## src/rtl/cradle_driver.sv

```systemverilog
// Cradle rocking driver: tick prescaler, half-period swing timer, PWM amplitude
// drive and edge-captured frequency/amplitude commands applied at swing boundaries.
// Optional soft-start ramp: define CRADLE_SOFTSTART_EN.
module cradle_driver #(
    parameter int TICK_DIV    = 1000,
    parameter int BASE_HALF   = 64,
    parameter int STEP        = 8,
    parameter int AMP_RECOVER = 4
) (
    input  logic       clk,
    input  logic       reset,
    input  logic       fplus,
    input  logic       fmin,
    input  logic       amin,
    output logic       swing,
    output logic       pwm,
    output logic       flow,
    output logic [2:0] freq_level,
    output logic [2:0] amp_level,
    output logic       step
);

    localparam int PW = (TICK_DIV > 1) ? $clog2(TICK_DIV) : 1;
    localparam int HW = $clog2(BASE_HALF + 1);
    localparam int RW = (AMP_RECOVER > 1) ? $clog2(AMP_RECOVER + 1) : 1;

    localparam logic [2:0]    LEVEL_MAX   = 3'd7;
    localparam logic [2:0]    FREQ_RESET  = 3'd3;
    localparam logic [PW-1:0] PRESC_LAST  = PW'(TICK_DIV - 1);
    localparam logic [RW-1:0] REC_LAST    = RW'(AMP_RECOVER - 1);
    localparam logic [HW-1:0] HALF_RESET  = HW'(BASE_HALF - STEP * 3);

`ifdef CRADLE_SOFTSTART_EN
    localparam logic [2:0] AMP_RESET = 3'd0;
`else
    localparam logic [2:0] AMP_RESET = 3'd7;
`endif

    // Command bit positions inside the packed command vectors.
    localparam int C_UP = 0;
    localparam int C_DN = 1;
    localparam int C_AM = 2;

    function automatic logic [HW-1:0] half_len_of(input logic [2:0] lvl);
        return HW'(BASE_HALF - STEP * int'(lvl));
    endfunction

    logic [PW-1:0] presc_q, presc_d;
    logic [HW-1:0] half_cnt_q, half_cnt_d;
    logic [HW-1:0] half_len_q, half_len_d;
    logic [2:0]    slot_q, slot_d;
    logic          swing_q, swing_d;
    logic          step_q, step_d;
    logic          pwm_q, pwm_d;
    logic [2:0]    freq_q, freq_d;
    logic [2:0]    amp_q, amp_d;
    logic [RW-1:0] rec_q, rec_d;
    logic [2:0]    cmd_q, cmd_d;
    logic [2:0]    cmd_prev_q, cmd_prev_d;
    logic [2:0]    pend_q, pend_d;
    logic          ramp;
`ifdef CRADLE_SOFTSTART_EN
    logic          ramp_q, ramp_d;
`endif

    logic          tick;
    logic          boundary;
    logic          full_period;
    logic [2:0]    cmd_edge;

`ifdef CRADLE_SOFTSTART_EN
    assign ramp = ramp_q;
`else
    assign ramp = 1'b0;
`endif

    // Timebase: prescaler, half-period counter, swing/step and PWM slot.
    always_comb begin
        // NOTE: every always_comb output gets a default first so no path leaves it unassigned (no latch).
        presc_d    = presc_q + 1'b1;
        half_cnt_d = half_cnt_q;
        slot_d     = slot_q;
        tick       = (presc_q == PRESC_LAST);
        boundary   = 1'b0;

        if (tick) begin
            presc_d  = '0;
            slot_d   = slot_q + 3'd1;
            boundary = (half_cnt_q == half_len_q - 1'b1);
            half_cnt_d = boundary ? '0 : half_cnt_q + 1'b1;
        end

        swing_d     = boundary ? ~swing_q : swing_q;
        step_d      = boundary;
        full_period = boundary && swing_q;
        pwm_d       = (slot_q < amp_q);
    end

    // Command capture: rising edges set pending flags; a boundary consumes the
    // flags it sees and keeps only an edge that lands in the boundary cycle.
    always_comb begin
        cmd_d      = {amin, fmin, fplus};
        cmd_prev_d = cmd_q;
        cmd_edge   = cmd_q & ~cmd_prev_q;
        cmd_edge[C_AM] = cmd_edge[C_AM] & ~ramp;
        pend_d     = boundary ? cmd_edge : (pend_q | cmd_edge);
    end

    // Frequency level update and the half-period length it selects.
    always_comb begin
        freq_d = freq_q;
        if (boundary) begin
            if (pend_q[C_UP] && !pend_q[C_DN] && freq_q != LEVEL_MAX) begin
                freq_d = freq_q + 3'd1;
            end else if (pend_q[C_DN] && !pend_q[C_UP] && freq_q != 3'd0) begin
                freq_d = freq_q - 3'd1;
            end
        end
        half_len_d = boundary ? half_len_of(freq_d) : half_len_q;
    end

    // Amplitude: amin steps down, full periods without amin step back up.
    always_comb begin
        amp_d = amp_q;
        rec_d = rec_q;
`ifdef CRADLE_SOFTSTART_EN
        ramp_d = ramp_q;
`endif
        if (boundary) begin
            if (ramp) begin
                if (full_period) begin
                    amp_d = amp_q + 3'd1;
`ifdef CRADLE_SOFTSTART_EN
                    ramp_d = (amp_q + 3'd1 != LEVEL_MAX);
`endif
                end
            end else if (pend_q[C_AM]) begin
                rec_d = '0;
                if (amp_q != 3'd0) begin
                    amp_d = amp_q - 3'd1;
                end
            end else if (full_period) begin
                if (rec_q == REC_LAST) begin
                    rec_d = '0;
                    if (amp_q != LEVEL_MAX) begin
                        amp_d = amp_q + 3'd1;
                    end
                end else begin
                    rec_d = rec_q + 1'b1;
                end
            end
        end
    end

    // NOTE: sequential state uses non-blocking assignments so all flops update together.
    always_ff @(posedge clk or posedge reset) begin
        if (reset) begin
            presc_q    <= '0;
            half_cnt_q <= '0;
            half_len_q <= HALF_RESET;
            slot_q     <= '0;
            swing_q    <= 1'b0;
            step_q     <= 1'b0;
            pwm_q      <= 1'b0;
            freq_q     <= FREQ_RESET;
            amp_q      <= AMP_RESET;
            rec_q      <= '0;
            cmd_q      <= '0;
            cmd_prev_q <= '0;
            pend_q     <= '0;
        end else begin
            presc_q    <= presc_d;
            half_cnt_q <= half_cnt_d;
            half_len_q <= half_len_d;
            slot_q     <= slot_d;
            swing_q    <= swing_d;
            step_q     <= step_d;
            pwm_q      <= pwm_d;
            freq_q     <= freq_d;
            amp_q      <= amp_d;
            rec_q      <= rec_d;
            cmd_q      <= cmd_d;
            cmd_prev_q <= cmd_prev_d;
            pend_q     <= pend_d;
        end
    end

`ifdef CRADLE_SOFTSTART_EN
    always_ff @(posedge clk or posedge reset) begin
        if (reset) begin
            ramp_q <= 1'b1;
        end else begin
            ramp_q <= ramp_d;
        end
    end
`endif

    assign swing      = swing_q;
    assign step       = step_q;
    assign pwm        = pwm_q;
    assign freq_level = freq_q;
    assign amp_level  = amp_q;
    assign flow       = (freq_q == 3'd0);

endmodule

```

## config.mk

```make
export PLATFORM = sky130hd
export DESIGN_NAME = cradle_driver
export DESIGN_NICKNAME = d
export VERILOG_FILES = /design/src/rtl/cradle_driver.sv
export SDC_FILE = /design/constraint.sdc
export NUM_CORES = 1
export LEC_CHECK = 0
export CAP_MARGIN = 25
export CORE_AREA = 4 4 74 76
export CTS_CLUSTER_SIZE = 40
export DETAILED_ROUTE_END_ITERATION = 8
export DIE_AREA = 0 0 78 80
export GPL_ROUTABILITY_DRIVEN = 0
export MAX_ROUTING_LAYER = met4
export PLACE_DENSITY = 0.67
export REMOVE_ABC_BUFFERS = 1
export SLEW_MARGIN = 25
export SYNTH_ARGS = -nofsm -noshare
export SYNTH_HDL_FRONTEND = slang
export SYNTH_SLANG_ARGS = --single-unit
```

## constraint.sdc

```tcl
create_clock -name clk -period 8.2 [get_ports clk]
set_clock_uncertainty 0.15 [all_clocks]
set_input_delay 1.64 -clock clk [delete_from_list [all_inputs] [get_ports clk]]
set_output_delay 1.64 -clock clk [all_outputs]
set_load 0.01 [all_outputs]
```

==> impl_metrics.toml, run 1 <==
[power_and_ir_drop]
power_density_nw_per_um2 = 150
ir_drop_mv = 0.127
leakagePower_nw = 1.22

[drt]
via_per_inst = 5.22
drtPass1Iterations = 4
wl_per_cell_um = 13.1
totalWireLength_mm = 4.01
drt_iter0_drc = 94
vias = 1602
ant_nets = 0
drc = 0

[global_routing]
grt_pass1_wl_mm = 6.91
overflow = 0
grt_use_total_pct = 14.5
antenna_found_initial = 0
grt_max_degree = 46
grt_pass1_vias = 1536

[worst_setup_path]
cp_data_required_time_ns = 6.41
path_buf_inv = 3
crit_top_cell = "inv_1"
timing.rr.end = "half_len_q[5]$_DFFE_PP1N_"
rr_startpoint = "presc_q[0]$_DFF_PP0_"
cp_slowest_cell = "dfstp_2"
cp_max_fo = 5
worst-r2r-setup-slack_ns = 5.05
crit_family = "buffers and inverters"
crit_type = "reg2out"
ff2ff_path_depth = 9
path_cells = "inv_1 > ha_1 > nand2b_1 > inv_1 > clkdlybuf4s50_1"
crit_arrival_ns = 1.89
critPathMaxStageDelay_ns = 0.58
critPathLaunchType = "register"
end_kind = "primary output"

[timing]
slew_viol_final = 0
worstMarginPinSlew_ns = 0.857
fin_crit_ns = 3.68
rsz0062_at_grt = "false"
setup_viol = 0
tns_ns = 0
max_slew_margin_pct = 42.5
fin_crit_sh_pct = 44.9
hold_violations = 0
max_freq_mhz = 272

[cts]
htreeDepth = 2
cts_made_buffers = 5
tritoncts = "built"
postCtsHoldBufs = 0
cts_buffer_depth = 2
clk_pin_slew_ns = 0.08
cts_setup_buffers = 0
cts_sinks = 45
cts_resized = 0
clockRootBuffer = "clkbuf_8"
clock_latency_ns = 0.29

[job]
cap_viol_max_count = 0

[synth]
ys.warnings.count = 0
synth_cell_types = 45
synth_top_area_cell = "dfrtp_1"
avgSynthCellArea_um2 = 10.6
netlist.area_leader.share_pct = 40.7
yosysSeqAreaShare_pct = 48.5
syn-cell-area_um2 = 2340
ys_seq_elements = 45
ys_top_cells_by_area = "dfrtp_1, dfstp_2, ha_1"
synth_cells = 221

[finish]
fillers = 413
antennaDiodeCount = 0
drive_gt1_share_pct = 10.0
area_growth_pct = 14.1
nNetsFinal = 257
fin_area_um2 = 2670

[placement]
portBuffers = 14
dp_hpwl_mm = 2.94
placed_area_um2 = 2550

[min_path]
hold_class = "reg2reg"
min_path_cells = 0
hold_start = "cmd_prev_d[0]$_DFF_PP0_"
holdPathEnd = "cmd_prev_q[0]$_DFF_PP0_"

[die]
ios = 15
initial_core_util_pct = 49.5
die_h_um = 80
die-area_um2 = 6240
rows = 25
die_w_um = 78
core_area_um2 = 4720

[run_status]
status = "complete, no violations"
==> cell families after synthesis <==
logic type | count (synthesis) | synth area share [%]
simple gates | 83 | 21.0
flops | 45 | 48.5
compound gates | 33 | 8.67
xor+xnor | 24 | 9.63
buf+inv | 19 | 3.10
fa+ha+maj | 13 | 7.28
mux | 4 | 1.82
==> sequential cells by signal, summed over array words and instances, names as in the netlist <==
register	flops
half_len_q	4
slot_q	3
cmd_prev_d	3
amp_level	3
cmd_prev_q	3
half_cnt_q	7
rec_q	3
swing	1
freq_level	3
step	1
pwm	1
presc_q	10
pend_q	3
==> cell usage after synthesis, drive strengths merged <==
| library cell | number |
|---|---|
| nand3 | 8 |
| a41o | 1 |
| nand2b | 2 |
| a211oi | 1 |
| o31ai | 2 |
| mux2i | 2 |
| mux2 | 2 |
| o22ai | 1 |
| nor3b | 4 |
| nand2 | 28 |
| and4b | 1 |
| a211o | 3 |
| nor4 | 2 |
| o21ai | 12 |
| fa | 1 |
| and3 | 6 |
| nand4 | 2 |
| or3 | 1 |
| nand4bb | 1 |
| clkbuf | 2 |
| buf | 1 |
| inv | 16 |
| nor2b | 3 |
| ha | 12 |
| xnor2 | 14 |
| xor3 | 1 |
| nand4b | 1 |
| o21a | 1 |
| dfstp | 7 |
| and2 | 1 |
| a21oi | 9 |
| and4 | 2 |
| o41ai | 1 |
| nor2 | 15 |
| dfrtp | 38 |
| o21bai | 1 |
| nor3 | 5 |
| and4bb | 1 |
| a22o | 1 |
| xor2 | 9 |
==> layout make-up <==
cell class / count / area (um^2) / area share, %
Clock inverter: 1 / 30.0 / 1.13
Tap cell: 67 / 83.8 / 3.14
Timing Repair Buffer: 14 / 140 / 5.25
Clock buffer: 7 / 86.3 / 3.24
Sequential cell: 45 / 1130 / 42.5
Inverter: 16 / 61.3 / 2.30
Multi-Input combinational cell: 157 / 1130 / 42.4
==> power breakdown <==
group / switching (mW) / total (mW) / leakage (nW) / internal, mW
Combinational: 0.00442 / 0.00621 / 0.606 / 0.00179
Sequential: 0.000597 / 0.224 / 0.559 / 0.223
Clock: 0.0702 / 0.170 / 0.0585 / 0.0993
==> per-layer routing <==
metal / global-route usage [%] / share of wire (%) / vias up
li1: - / - / 795
met3: 3.95 / 3.6 / 10
met5: - / 0 / -
met2: 22.3 / 46 / 24
met4: 5.59 / 1.9 / 0
met1: 18.4 / 49 / 773
==> cells in the final DEF (no fill, tap or decap), drive strengths merged, types with 5 or more instances in the layout <==
| master | instances |
|---|---|
| clkbuf | 7 |
| xnor2 | 14 |
| o21ai | 12 |
| clkdlybuf4s50 | 14 |
| xor2 | 9 |
| nor2 | 15 |
| inv | 15 |
| dfstp | 7 |
| ha | 12 |
| nand2 | 28 |
| dfrtp | 38 |
| nor3 | 5 |
| and3 | 6 |
| a21oi | 9 |
| nand3 | 8 |
==> per-stage QoR <==
step / hold slack, ns / util, % / power (mW) / setup slack [ns] / instances
after floorplan: 0.204 / - / 0.231 / 5.33 / 218
after global placement: 0.208 / 54.0 / 0.235 / 4.88 / 299
after detailed placement: 0.215 / 54.0 / 0.235 / 4.85 / 299
after CTS: 0.234 / 56.5 / 0.407 / 4.51 / 307
after global routing: 0.247 / 56.5 / 0.420 / 4.44 / 307
final: 0.231 / 56.5 / 0.400 / 4.52 / 307
==> worst max path at each step <==
stage | start | end | slack [ns] | cells after the start
after floorplan | freq_level[0]$_DFF_PP1_ | flow | 5.33 | 4
after global placement | freq_level[0]$_DFF_PP1_ | flow | 4.88 | 5
after detailed placement | freq_level[0]$_DFF_PP1_ | flow | 4.85 | 5
after CTS | freq_level[0]$_DFF_PP1_ | flow | 4.51 | 5
after global routing | freq_level[0]$_DFF_PP1_ | flow | 4.44 | 5
final | freq_level[0]$_DFF_PP1_ | flow | 4.52 | 5
No activity file was read; power rests on OpenSTA's default activity.
==> run 2, diff against run 1 <==
--- a/config.mk
+++ b/config.mk
@@ -12,7 +12,7 @@
 export DIE_AREA = 0 0 78 80
 export GPL_ROUTABILITY_DRIVEN = 0
 export MAX_ROUTING_LAYER = met4
-export PLACE_DENSITY = 0.67
+export PLACE_DENSITY = 0.7
 export REMOVE_ABC_BUFFERS = 1
 export SLEW_MARGIN = 25
 export SYNTH_ARGS = -nofsm -noshare
==> constraint.sdc (replaced) <==
create_clock -name clk -period 3.15 [get_ports clk]
set_clock_uncertainty 0.15 [all_clocks]
set_input_delay 0.63 -clock clk [delete_from_list [all_inputs] [get_ports clk]]
set_output_delay 0.63 -clock clk [all_outputs]
set_load 0.01 [all_outputs]
==> impl_metrics.toml, run 2 (synthesis gave the netlist of run 1 again) <==
[worst_setup_path]
ff2ff_path_depth = 10
rr_startpoint = "half_len_q[3]$_DFFE_PP1N_"
crit_arrival_ns = 2.87
cp_max_fo = 3
end_kind = "register"
worst-r2r-setup-slack_ns = 0.36
timing.rr.end = "half_len_q[5]$_DFFE_PP1N_"
cp_data_required_time_ns = 3.23
crit_type = "reg2reg"
critPathLaunchType = "register"

[global_routing]
grt_max_degree = 27
grt_pass1_vias = 1501
overflow = 0
antenna_found_initial = 0
grt_use_total_pct = 14.5
grt_pass1_wl_mm = 6.99

[die]
die_w_um = 78
die-area_um2 = 6240
die_h_um = 80
core_area_um2 = 4720
ios = 15
rows = 25
initial_core_util_pct = 49.5

[min_path]
hold_class = "reg2reg"
hold_start = "cmd_prev_d[1]$_DFF_PP0_"
holdPathEnd = "cmd_prev_q[1]$_DFF_PP0_"
min_path_cells = 0

[job]
cap_viol_max_count = 0

[cts]
cts_buffer_depth = 2
cts_made_buffers = 5
postCtsHoldBufs = 0
htreeDepth = 2
clock_latency_ns = 0.29
cts_setup_buffers = 0
tritoncts = "built"
clockRootBuffer = "clkbuf_8"
cts_sinks = 45
clk_pin_slew_ns = 0.08
cts_resized = 0

[timing]
max_slew_margin_pct = 69.2
fin_crit_ns = 2.79
rsz0062_at_grt = "false"
tns_ns = 0
setup_viol = 0
worstMarginPinSlew_ns = 0.459
max_freq_mhz = 358
fin_crit_sh_pct = 88.6
slew_viol_final = 0
hold_violations = 0

[finish]
top_regs = "presc_q: 10 flops, half_cnt_q: 7 flops, half_len_q: 4 flops"
seq_area_um2 = 1130
largest_reg_flops = 10
multi_input_area_um2 = 1130
drive_gt1_share_pct = 11.1
nNetsFinal = 261
antennaDiodeCount = 0
largest-register = "presc_q"
fillers = 407
final_cell_mix = "dfrtp_1, nand2_1, inv_1"
layout_commonest_cell = "dfrtp_1"
area_growth_pct = 15.3

[placement]
portBuffers = 14
dp_hpwl_mm = 2.92

[power_and_ir_drop]
fin_total_pwr_mw = 1.05
ir_drop_mv = 0.252
leakagePower_nw = 1.24
power_density_nw_per_um2 = 388

[drt]
totalWireLength_mm = 3.90
drc = 0
wl_per_cell_um = 12.5
vias = 1583
drtPass1Iterations = 4
drt_iter0_drc = 55
ant_nets = 0
via_per_inst = 5.09

[run_status]
status = "complete, no violations"
## run 2: cell count changes in the layout (fill, tap and decap cells not counted)
cell	before	now
clkinv_1	0	1
buf_4	0	4
clkinv_2	1	0
## run 2: layer usage
layer	vias to the layer above	GRT usage, %	part of all wire [%]
met2	25	21.9	47
met5	-	-	0
met3	7	4.18	3.8
met4	0	4.37	1.1
met1	753	19.1	48
li1	798	-	-
## run 2: area by class of cell
cell class,instances,area share (%)
Clock inverter,1,1.11
Inverter,16,2.23
Timing Repair Buffer,18,6.31
Tap cell,67,3.11
Clock buffer,7,3.20
Multi-Input combinational cell,157,41.9
Sequential cell,45,42.1
## run 2: worst max-delay path, cell delays in order (launching register included)
cell and delay [ns]:
dfstp_2 0.56, inv_1 0.05, ha_1 0.29, xnor2_1 0.29, nor3_1 0.12, and4_1 0.21, a211o_1 0.27, a211oi_1 0.21
ha_1 0.20, xnor2_1 0.07, mux2_1 0.29
## run 2: how the worst max path moves through the flow
stage / to / slack [ns] / cells after the start / from
floorplan: half_len_q[5]$_DFFE_PP1N_ / 0.40 / 9 / presc_q[0]$_DFF_PP0_
global placement: half_len_q[5]$_DFFE_PP1N_ / 0.40 / 10 / half_len_q[3]$_DFFE_PP1N_
detailed placement: half_len_q[5]$_DFFE_PP1N_ / 0.37 / 10 / half_len_q[3]$_DFFE_PP1N_
CTS: half_len_q[5]$_DFFE_PP1N_ / 0.35 / 10 / half_len_q[3]$_DFFE_PP1N_
global route: half_len_q[5]$_DFFE_PP1N_ / 0.18 / 10 / half_len_q[3]$_DFFE_PP1N_
finish: half_len_q[5]$_DFFE_PP1N_ / 0.36 / 10 / half_len_q[3]$_DFFE_PP1N_
## run 2: stage by stage
stage | hold slack (ns) | instance area, um^2 | utilization [%] | cells | setup slack, ns
3_3_place_gp | 0.209 | 2580 | 54.6 | 303 | 0.400
6_report | 0.228 | 2700 | 57.1 | 311 | 0.359
4_1_cts | 0.232 | 2700 | 57.1 | 311 | 0.348
2_1_floorplan | 0.204 | 2330 | - | 218 | 0.398
3_5_place_dp | 0.214 | 2580 | 54.6 | 303 | 0.366
5_1_grt | 0.244 | 2700 | 57.1 | 311 | 0.177
## run 2: where the power goes
part	switching, mW	internal, mW	total (mW)	leakage, nW
Sequential	0.00141	0.581	0.583	0.559
Combinational	0.0116	0.00628	0.0179	0.624
Clock	0.187	0.259	0.446	0.0585
